## config.mk

```make
export PLATFORM = sky130hd
export DESIGN_NAME = decode_ctrl_stage
export DESIGN_NICKNAME = d
export VERILOG_FILES = /design/src/rtl/cpu_types_pkg.sv /design/src/rtl/decode_ctrl_stage_link_reservation.sv /design/src/rtl/decode_ctrl_stage.sv
export SDC_FILE = /design/constraint.sdc
export NUM_CORES = 1
export LEC_CHECK = 0
export ABC_AREA = 1
export CAP_MARGIN = 20
export CELL_PAD_IN_SITES_DETAIL_PLACEMENT = 0
export CELL_PAD_IN_SITES_GLOBAL_PLACEMENT = 1
export CORE_MARGIN = 2
export CORE_UTILIZATION = 45
export CTS_CLUSTER_DIAMETER = 40
export DETAILED_ROUTE_END_ITERATION = 8
export DONT_BUFFER_PORTS = 1
export PLACE_DENSITY = 0.95
export SLEW_MARGIN = 0
export SYNTH_ARGS = -nofsm -noshare
export SYNTH_HDL_FRONTEND = slang
export SYNTH_SLANG_ARGS = --single-unit
export TNS_END_PERCENT = 100
```

## constraint.sdc

```tcl
create_clock -name CLK -period 2.2 [get_ports CLK]
set_input_delay 0.33 -clock CLK [delete_from_list [all_inputs] [get_ports CLK]]
set_output_delay 0.33 -clock CLK [all_outputs]
set_load 0.03 [all_outputs]
```

## src/rtl/cpu_types_pkg.sv

```systemverilog
// Shared types for the decode/control stage: ALU operations, opcode and
// funct encodings, the registered control bundle and the halt FSM states.
package cpu_types_pkg;

    typedef enum logic [3:0] {
        ALU_ADD  = 4'd0,
        ALU_SUB  = 4'd1,
        ALU_AND  = 4'd2,
        ALU_OR   = 4'd3,
        ALU_XOR  = 4'd4,
        ALU_NOR  = 4'd5,
        ALU_SLT  = 4'd6,
        ALU_SLTU = 4'd7,
        ALU_SLL  = 4'd8,
        ALU_SRL  = 4'd9
    } aluop_t;

    typedef enum logic [5:0] {
        OP_RTYPE = 6'h00, OP_J     = 6'h02, OP_JAL   = 6'h03,
        OP_BEQ   = 6'h04, OP_BNE   = 6'h05, OP_ADDI  = 6'h08,
        OP_ADDIU = 6'h09, OP_SLTI  = 6'h0A, OP_SLTIU = 6'h0B,
        OP_ANDI  = 6'h0C, OP_ORI   = 6'h0D, OP_XORI  = 6'h0E,
        OP_LUI   = 6'h0F, OP_LW    = 6'h23, OP_SW    = 6'h2B,
        OP_LL    = 6'h30, OP_SC    = 6'h38, OP_HALT  = 6'h3F
    } opcode_t;

    typedef enum logic [5:0] {
        FN_SLL  = 6'h00, FN_SRL  = 6'h02, FN_JR   = 6'h08,
        FN_ADD  = 6'h20, FN_ADDU = 6'h21, FN_SUB  = 6'h22,
        FN_SUBU = 6'h23, FN_AND  = 6'h24, FN_OR   = 6'h25,
        FN_XOR  = 6'h26, FN_NOR  = 6'h27, FN_SLT  = 6'h2A,
        FN_SLTU = 6'h2B
    } funct_t;

    // All-zero value of this struct is the bubble bundle.
    typedef struct packed {
        logic   j;
        logic   jr;
        logic   jal;
        logic   beq;
        logic   bne;
        logic   halt;
        logic   lui;
        logic   regdst;
        logic   alusrc;
        logic   memtoreg;
        logic   regwrite;
        logic   extop;
        logic   shiftop;
        aluop_t aluop;
        logic   dren;
        logic   dwen;
        logic   datomic;
    } ctrl_bundle_t;

    typedef enum logic {
        RUN    = 1'b0,
        HALTED = 1'b1
    } halt_state_t;

endpackage

```

## src/rtl/decode_ctrl_stage_link_reservation.sv

```systemverilog
// LL/SC link reservation: one reserved address, cleared by SC or by a
// matching snoop on any channel. Comparison ignores the LINK_LSB low bits.
module link_reservation #(
    parameter int WORD_W    = 32,
    parameter int NUM_SNOOP = 1,
    parameter int LINK_LSB  = 2
) (
    input  logic                        clk,
    input  logic                        rst,
    input  logic [WORD_W-1:0]           mem_addr_i,
    input  logic                        ll_commit_i,
    input  logic                        sc_commit_i,
    input  logic [NUM_SNOOP-1:0]        snoop_valid_i,
    input  logic [NUM_SNOOP*WORD_W-1:0] snoop_addr_i,
    output logic                        link_valid_o,
    output logic [WORD_W-1:0]           link_addr_o,
    output logic                        sc_success_o
);

    logic              link_valid_q, link_valid_d;
    logic [WORD_W-1:0] link_addr_q, link_addr_d;
    logic              snoop_hit;
    logic              unused_snoop_bits;

    // Low snoop address bits never take part in the compare.
    assign unused_snoop_bits = ^snoop_addr_i;

    // Any valid snoop channel hitting the reserved line.
    always_comb begin
        snoop_hit = 1'b0;
        for (int k = 0; k < NUM_SNOOP; k++) begin
            if (snoop_valid_i[k] &&
                snoop_addr_i[k*WORD_W+LINK_LSB +: WORD_W-LINK_LSB] ==
                link_addr_q[WORD_W-1:LINK_LSB])
                snoop_hit = 1'b1;
        end
    end

    // SC result uses the pre-edge link, so same-cycle LL/snoop cannot affect it.
    assign sc_success_o = sc_commit_i && link_valid_q &&
                          (link_addr_q[WORD_W-1:LINK_LSB] == mem_addr_i[WORD_W-1:LINK_LSB]);

    // Next reservation: LL wins over SC and snoop invalidation.
    always_comb begin
        link_valid_d = link_valid_q;
        link_addr_d  = link_addr_q;
        if (ll_commit_i) begin
            link_valid_d = 1'b1;
            link_addr_d  = mem_addr_i;
        end else if (sc_commit_i || snoop_hit) begin
            link_valid_d = 1'b0;
        end
    end

    // Reservation register.
    always_ff @(posedge clk) begin
        if (rst) begin
            link_valid_q <= 1'b0;
            link_addr_q  <= '0;
        end else begin
            link_valid_q <= link_valid_d;
            link_addr_q  <= link_addr_d;
        end
    end

    assign link_valid_o = link_valid_q;
    assign link_addr_o  = link_addr_q;

endmodule

```

## src/rtl/decode_ctrl_stage.sv

```systemverilog
// Registered main decoder between IF/ID and ID/EX with stall/flush, a sticky
// halt FSM and the LL/SC link reservation. Optional macro
// DECODE_ILLEGAL_TRAP_EN adds illegal_o for unknown encodings.
// Handshake: flush_i squashes the output register on the same edge (even
// when stalled); stall_i holds it; otherwise the decoded word is loaded.
module decode_ctrl_stage
    import cpu_types_pkg::*;
#(
    parameter int WORD_W    = 32,
    parameter int NUM_SNOOP = 1,
    parameter int LINK_LSB  = 2
) (
    input  logic                        CLK,
    input  logic                        RST,
    input  logic [WORD_W-1:0]           instr_i,
    input  logic                        instr_valid_i,
    input  logic                        stall_i,
    input  logic                        flush_i,
    output logic                        valid_o,
    output logic                        j_o,
    output logic                        jr_o,
    output logic                        jal_o,
    output logic                        beq_o,
    output logic                        bne_o,
    output logic                        halt_o,
    output logic                        lui_o,
    output logic                        regdst_o,
    output logic                        alusrc_o,
    output logic                        memtoreg_o,
    output logic                        regwrite_o,
    output logic                        extop_o,
    output logic                        shiftop_o,
    output aluop_t                      aluop_o,
    output logic                        dren_o,
    output logic                        dwen_o,
    output logic                        datomic_o,
    input  logic [WORD_W-1:0]           mem_addr_i,
    input  logic                        ll_commit_i,
    input  logic                        sc_commit_i,
    input  logic [NUM_SNOOP-1:0]        snoop_valid_i,
    input  logic [NUM_SNOOP*WORD_W-1:0] snoop_addr_i,
    output logic                        link_valid_o,
    output logic [WORD_W-1:0]           link_addr_o,
    output logic                        sc_success_o,
    output logic                        dbg_halted_o
`ifdef DECODE_ILLEGAL_TRAP_EN
    ,
    output logic                        illegal_o
`endif
);

    function automatic ctrl_bundle_t decode_instr(input logic [5:0] op,
                                                  input logic [5:0] fn,
                                                  output logic known);
        ctrl_bundle_t c;
        c     = '0;
        known = 1'b1;
        case (op)
            OP_RTYPE: begin
                c.regdst   = 1'b1;
                c.regwrite = 1'b1;
                case (fn)
                    FN_SLL:          begin c.shiftop = 1'b1; c.aluop = ALU_SLL; end
                    FN_SRL:          begin c.shiftop = 1'b1; c.aluop = ALU_SRL; end
                    FN_JR:           begin c.jr = 1'b1; c.regdst = 1'b0; c.regwrite = 1'b0; end
                    FN_ADD, FN_ADDU: c.aluop = ALU_ADD;
                    FN_SUB, FN_SUBU: c.aluop = ALU_SUB;
                    FN_AND:          c.aluop = ALU_AND;
                    FN_OR:           c.aluop = ALU_OR;
                    FN_XOR:          c.aluop = ALU_XOR;
                    FN_NOR:          c.aluop = ALU_NOR;
                    FN_SLT:          c.aluop = ALU_SLT;
                    FN_SLTU:         c.aluop = ALU_SLTU;
                    default:         known = 1'b0;
                endcase
            end
            OP_J:              c.j = 1'b1;
            OP_JAL:            begin c.jal = 1'b1; c.regwrite = 1'b1; end
            OP_BEQ:            begin c.beq = 1'b1; c.extop = 1'b1; c.aluop = ALU_SUB; end
            OP_BNE:            begin c.bne = 1'b1; c.extop = 1'b1; c.aluop = ALU_SUB; end
            OP_LUI:            begin c.lui = 1'b1; c.regwrite = 1'b1; c.alusrc = 1'b1; end
            OP_ADDI, OP_ADDIU: begin c.regwrite = 1'b1; c.alusrc = 1'b1; c.extop = 1'b1; end
            OP_SLTI:           begin c.regwrite = 1'b1; c.alusrc = 1'b1; c.extop = 1'b1; c.aluop = ALU_SLT; end
            OP_SLTIU:          begin c.regwrite = 1'b1; c.alusrc = 1'b1; c.extop = 1'b1; c.aluop = ALU_SLTU; end
            OP_ANDI:           begin c.regwrite = 1'b1; c.alusrc = 1'b1; c.aluop = ALU_AND; end
            OP_ORI:            begin c.regwrite = 1'b1; c.alusrc = 1'b1; c.aluop = ALU_OR; end
            OP_XORI:           begin c.regwrite = 1'b1; c.alusrc = 1'b1; c.aluop = ALU_XOR; end
            OP_LW, OP_LL: begin
                c.dren = 1'b1; c.alusrc = 1'b1; c.extop = 1'b1;
                c.memtoreg = 1'b1; c.regwrite = 1'b1;
                c.datomic = (op == OP_LL);
            end
            OP_SW:             begin c.dwen = 1'b1; c.alusrc = 1'b1; c.extop = 1'b1; end
            OP_SC: begin
                c.dwen = 1'b1; c.alusrc = 1'b1; c.extop = 1'b1;
                c.datomic = 1'b1; c.memtoreg = 1'b1; c.regwrite = 1'b1;
            end
            OP_HALT:           c.halt = 1'b1;
            default:           known = 1'b0;
        endcase
        if (!known) c = '0;
        return c;
    endfunction

    ctrl_bundle_t bundle_q, bundle_d, dec;
    logic         valid_q, valid_d;
    logic         known;
    logic         load_valid;
    halt_state_t  state_q, state_d;
    logic         unused_instr_bits;
`ifdef DECODE_ILLEGAL_TRAP_EN
    logic         illegal_q, illegal_d;
`endif

    // Only opcode and funct steer the control bundle.
    assign unused_instr_bits = ^instr_i;

    // Next output register / FSM state with priority flush > stall > load; HALTED overrides all.
    always_comb begin
        dec        = decode_instr(instr_i[31:26], instr_i[5:0], known);
        load_valid = instr_valid_i && known;
        state_d    = state_q;
        bundle_d   = bundle_q;
        valid_d    = valid_q;
`ifdef DECODE_ILLEGAL_TRAP_EN
        illegal_d  = illegal_q;
`endif
        if (state_q == HALTED || (bundle_q.halt && valid_q && !stall_i)) begin
            state_d       = HALTED;
            bundle_d      = '0;
            bundle_d.halt = 1'b1;
            valid_d       = 1'b0;
`ifdef DECODE_ILLEGAL_TRAP_EN
            illegal_d     = 1'b0;
`endif
        end else if (flush_i) begin
            bundle_d  = '0;
            valid_d   = 1'b0;
`ifdef DECODE_ILLEGAL_TRAP_EN
            illegal_d = 1'b0;
`endif
        end else if (!stall_i) begin
            bundle_d  = load_valid ? dec : '0;
            valid_d   = load_valid;
`ifdef DECODE_ILLEGAL_TRAP_EN
            illegal_d = instr_valid_i && !known;
`endif
        end
    end

    // Output register and halt FSM state.
    always_ff @(posedge CLK) begin
        if (RST) begin
            state_q   <= RUN;
            bundle_q  <= '0;
            valid_q   <= 1'b0;
`ifdef DECODE_ILLEGAL_TRAP_EN
            illegal_q <= 1'b0;
`endif
        end else begin
            state_q   <= state_d;
            bundle_q  <= bundle_d;
            valid_q   <= valid_d;
`ifdef DECODE_ILLEGAL_TRAP_EN
            illegal_q <= illegal_d;
`endif
        end
    end

    assign valid_o      = valid_q;
    assign j_o          = bundle_q.j;
    assign jr_o         = bundle_q.jr;
    assign jal_o        = bundle_q.jal;
    assign beq_o        = bundle_q.beq;
    assign bne_o        = bundle_q.bne;
    assign halt_o       = bundle_q.halt;
    assign lui_o        = bundle_q.lui;
    assign regdst_o     = bundle_q.regdst;
    assign alusrc_o     = bundle_q.alusrc;
    assign memtoreg_o   = bundle_q.memtoreg;
    assign regwrite_o   = bundle_q.regwrite;
    assign extop_o      = bundle_q.extop;
    assign shiftop_o    = bundle_q.shiftop;
    assign aluop_o      = bundle_q.aluop;
    assign dren_o       = bundle_q.dren;
    assign dwen_o       = bundle_q.dwen;
    assign datomic_o    = bundle_q.datomic;
    assign dbg_halted_o = (state_q == HALTED);
`ifdef DECODE_ILLEGAL_TRAP_EN
    assign illegal_o    = illegal_q;
`endif

    link_reservation #(
        .WORD_W    (WORD_W),
        .NUM_SNOOP (NUM_SNOOP),
        .LINK_LSB  (LINK_LSB)
    ) u_link (
        .clk           (CLK),
        .rst           (RST),
        .mem_addr_i    (mem_addr_i),
        .ll_commit_i   (ll_commit_i),
        .sc_commit_i   (sc_commit_i),
        .snoop_valid_i (snoop_valid_i),
        .snoop_addr_i  (snoop_addr_i),
        .link_valid_o  (link_valid_o),
        .link_addr_o   (link_addr_o),
        .sc_success_o  (sc_success_o)
    );

endmodule

```

==> results.txt <==
----------------------------------------------------
[STA]
  Final worst hold slack ... around 0.081 ns
  Measured slew at the worst slew-check pin ... roughly 0.8 ns
  Max transition margin ... 0.4535
  Count of final setup violators ... 0
  Count of endpoints failing hold in the final timing report ... 0
  Crit share post-route ... 0.9701
  Worst Clk Skew ... approximately 0.013 ns
  RSZ-0062 raised after global routing ... no
  Fin Setup TNS ... 0 ns
  Count of final max-slew check failures ... 0
  Min cycle time layout ... 2.134 ns
  Max Clk Rate ... 468.6 MHz

[Synthesis]
  Share of the synthesized area in the top cell type ... 0.3381
  Net Count, Synth ... about 600
  Cell with the most instances after synthesis ... sky130_fd_sc_hd__nand2_1
  Library cell with the largest summed area after synthesis ... sky130_fd_sc_hd__dfxtp_1
  Count of state elements after synthesis ... 55
  Area fraction in and, or, nand and nor cells after synthesis ... 0.3166
  Dominant combinational cell family by area after synthesis ... simple AND/OR/NAND/NOR gates
  Synth top area cells ... sky130_fd_sc_hd__dfxtp_1, sky130_fd_sc_hd__nand2_1, sky130_fd_sc_hd__a21oi_1
  Share of synthesized area occupied by flip-flops and latches ... 0.3381
  Post-Synthesis Mean Instance Area ... about 6.6 µm²
  Synthesized instance count ... 495
  Fraction of synthesized cell area in xor and xnor cells ... 0.07261
  Count of warnings emitted by yosys ... 0
  Number of different library cells in the post-synthesis netlist ... 34
  Fraction of synthesized area in multiplexers ... 0
  Compound-Gate Fraction of Synth Area ... 0.1783
  Post-Syn Area ... 3257 µm²
  Synth Area in Adders ... 0
  Post-synth top flop ... sky130_fd_sc_hd__dfxtp_1
  EDFF count, synth ... 0
  Fraction of synthesis flops using an asynchronous set or reset pin ... 0
  List of most frequent post-synthesis cells ... sky130_fd_sc_hd__nand2_1, sky130_fd_sc_hd__nor2_1, sky130_fd_sc_hd__inv_1, sky130_fd_sc_hd__dfxtp_1, sky130_fd_sc_hd__a21oi_1

[Clocking]
  Post-CTS setup-driven buffer insertion count ... 0
  TritonCTS Buffers ... 5
  Reg clk slew, reported paths ... 0.11 ns
  CTS H-tree lvls ... 2
  Maximum clock insertion buffer count ... 2
  Clock root buffer ... sky130_fd_sc_hd__clkbuf_8
  Clock latency at the later pin of the worst-skew pair ... 0.31 ns
  Clock tree from TritonCTS ... done
  Num Clock Sinks ... 55

[Worst hold path]
  Class of the worst hold path ... input pin to flop
  Endpoint, Worst Hold ... u_link.link_valid_o$_SDFFE_PP0P_
  Worst Hold Launch ... RST
  Hold Crit Depth ... 1

[Layout]
  Filler cell count ... between 700 and 800
  Final layout net count ... between 600 and 700
  Syn-to-layout area delta ... 11.10%
  Largest register FFs ... 32
  Share of cells above drive strength 1 ... 0.1213
  Final antenna diode count ... 0

[GRT]
  Total Routing Usage GR ... 0.2133
  Total overflow reported by the global router ... 0
  Antenna violations before repair ... 0
  First-pass GRT wire length ... 13.28 mm
  Number of global-route vias before repair ... ~2800
  Largest net degree at the start of global routing ... 47

[Setup path]
  Setup CP Type ... flop to output pin
  Maximum net fanout on the critical path ... 5
  Family of cells with the greatest summed delay on the critical path ... flip-flops
  Worst setup SP type ... flop
  Critical path endpoint category ... output pin
  Worst reg2reg setup slack ... 0.41 ns
  Reg-to-reg endpoint ... alusrc_o$_SDFFE_PP0N_
  Required time of the critical path ... about 1.9 ns
  Origin of the critical flop-to-flop path ... valid_o$_SDFFE_PP0N_
  Reg2Reg Depth ... 3
  Slowest cell on the critical path ... sky130_fd_sc_hd__dfxtp_1
  Worst path max stage delay ... between 0.6 and 0.7 ns
  Data arrival time of the critical path ... 1.80 ns
  Critical-path cell list ... nor2_1 > a211oi_1 > nand4_1 > nor2_2 > buf_6
  Crit path buf inv count ... 1

[Power]
  Worst vdd ir ... roughly 0.26 mV
  Total leakage power ... roughly 1.6 nW
  Sum of internal, switching and leakage power ... about 2.1 mW
  Power per cell area ... about 590 nW/µm²

[Flow run]
  Count of max-cap constraint violations ... 0

[Floorplanning]
  Initial Utilization ... 0.4563
  Vertical die dimension ... 89.08 µm
  I/O pin count ... 160
  Overall die width ... just under 90 µm
  Number of placement rows ... 31
  Die Outline Area ... 7934 µm²
  Standard cell core area ... a little over 7000 µm²

[Outcome]
  Status ... complete, no violations

[Route]
  Violation count after the first detailed-route iteration ... about 140
  Via count of the routed design ... between 3000 and 4000
  Via-per-instance ratio ... 5.305
  Number of routed nets with antenna violations ... 0
  DRC violations left ... 0
  Number of iterations in the first detailed-routing pass ... 4
  Total detailed-routing wirelength ... 8.984 mm
  Routed wire per std cell ... 14.73 µm

[Placement]
  Estimated wirelength of the detail-placed design ... just over 7 mm
  Routability congestion estimate ... between 0.8 and 0.9
  Port Buffer Count ... 0

----------------------------------------------------
kinds of logic after synthesis:
kind of cell / Yosys count
AND/OR/NAND/NOR: 232
AO/OA/AOI/OAI: 105
buffers and inverters: 76
flip-flops: 55
XOR/XNOR: 27
metal layers:
layer  share of wire  GRT usage
met5               0          0
met4           0.017    0.07056
met2            0.47     0.3582
met3           0.081    0.05171
met1            0.43     0.2694
what timing repair did:
action                                  4_1_cts  5_1_grt
endpoints found under the hold margin         0        0
endpoints found under the setup margin        1        1
pin swaps                                     0        2
hold buffers                                  0        0
resized for setup                             4       10
power breakdown:
group / switching (mW) / internal (mW) / total, mW
Clock: 0.349 / 0.258 / 0.607
Sequential: 0.0704 / 1.04 / 1.11
Combinational: 0.265 / 0.147 / 0.412
metrics by stage:
stage	cells	util	setup WS (ns)	cell area, µm²
floorplan	495	-	0.2884	3257
global placement	602	0.4879	0.2959	3482
detailed placement	602	0.4879	0.2305	3482
CTS	610	0.5032	0.00002887	3591
global route	610	0.5070	0.01019	3618
finish	610	0.5070	0.06581	3618
worst max-delay path by stage:
stage | startpoint | to | cells past startpoint
after floorplan | u_link.link_addr_o[17]$_SDFFE_PP0P_ | sc_success_o | 7
after global placement | u_link.link_addr_o[13]$_SDFFE_PP0P_ | sc_success_o | 7
after detailed placement | u_link.link_addr_o[13]$_SDFFE_PP0P_ | sc_success_o | 7
after CTS | u_link.link_addr_o[21]$_SDFFE_PP0P_ | sc_success_o | 6
after global routing | u_link.link_addr_o[30]$_SDFFE_PP0P_ | sc_success_o | 5
final | u_link.link_addr_o[30]$_SDFFE_PP0P_ | sc_success_o | 5
placed cells by master, fill, tap and decap left out, drive strengths merged, types with 18 or more instances in the layout:
cell,instances
nor2,65
nand2,97
o21ai,40
a21oi,47
nand4,18
nand3,35
buf,25
inv,59
dfxtp,55
xor2,21
layout make-up:
cell class | instances | area [µm²] | share of cell area
Timing Repair Buffer | 25 | 191.4 | 0.05290
Clock inverter | 2 | 16.27 | 0.004495
Multi-Input combinational cell | 364 | 1869 | 0.5166
Inverter | 59 | 221.5 | 0.06120
Tap cell | 99 | 123.9 | 0.03423
Clock buffer | 6 | 82.58 | 0.02282
Sequential cell | 55 | 1114 | 0.3077
Power figures use the tool's default switching activity.
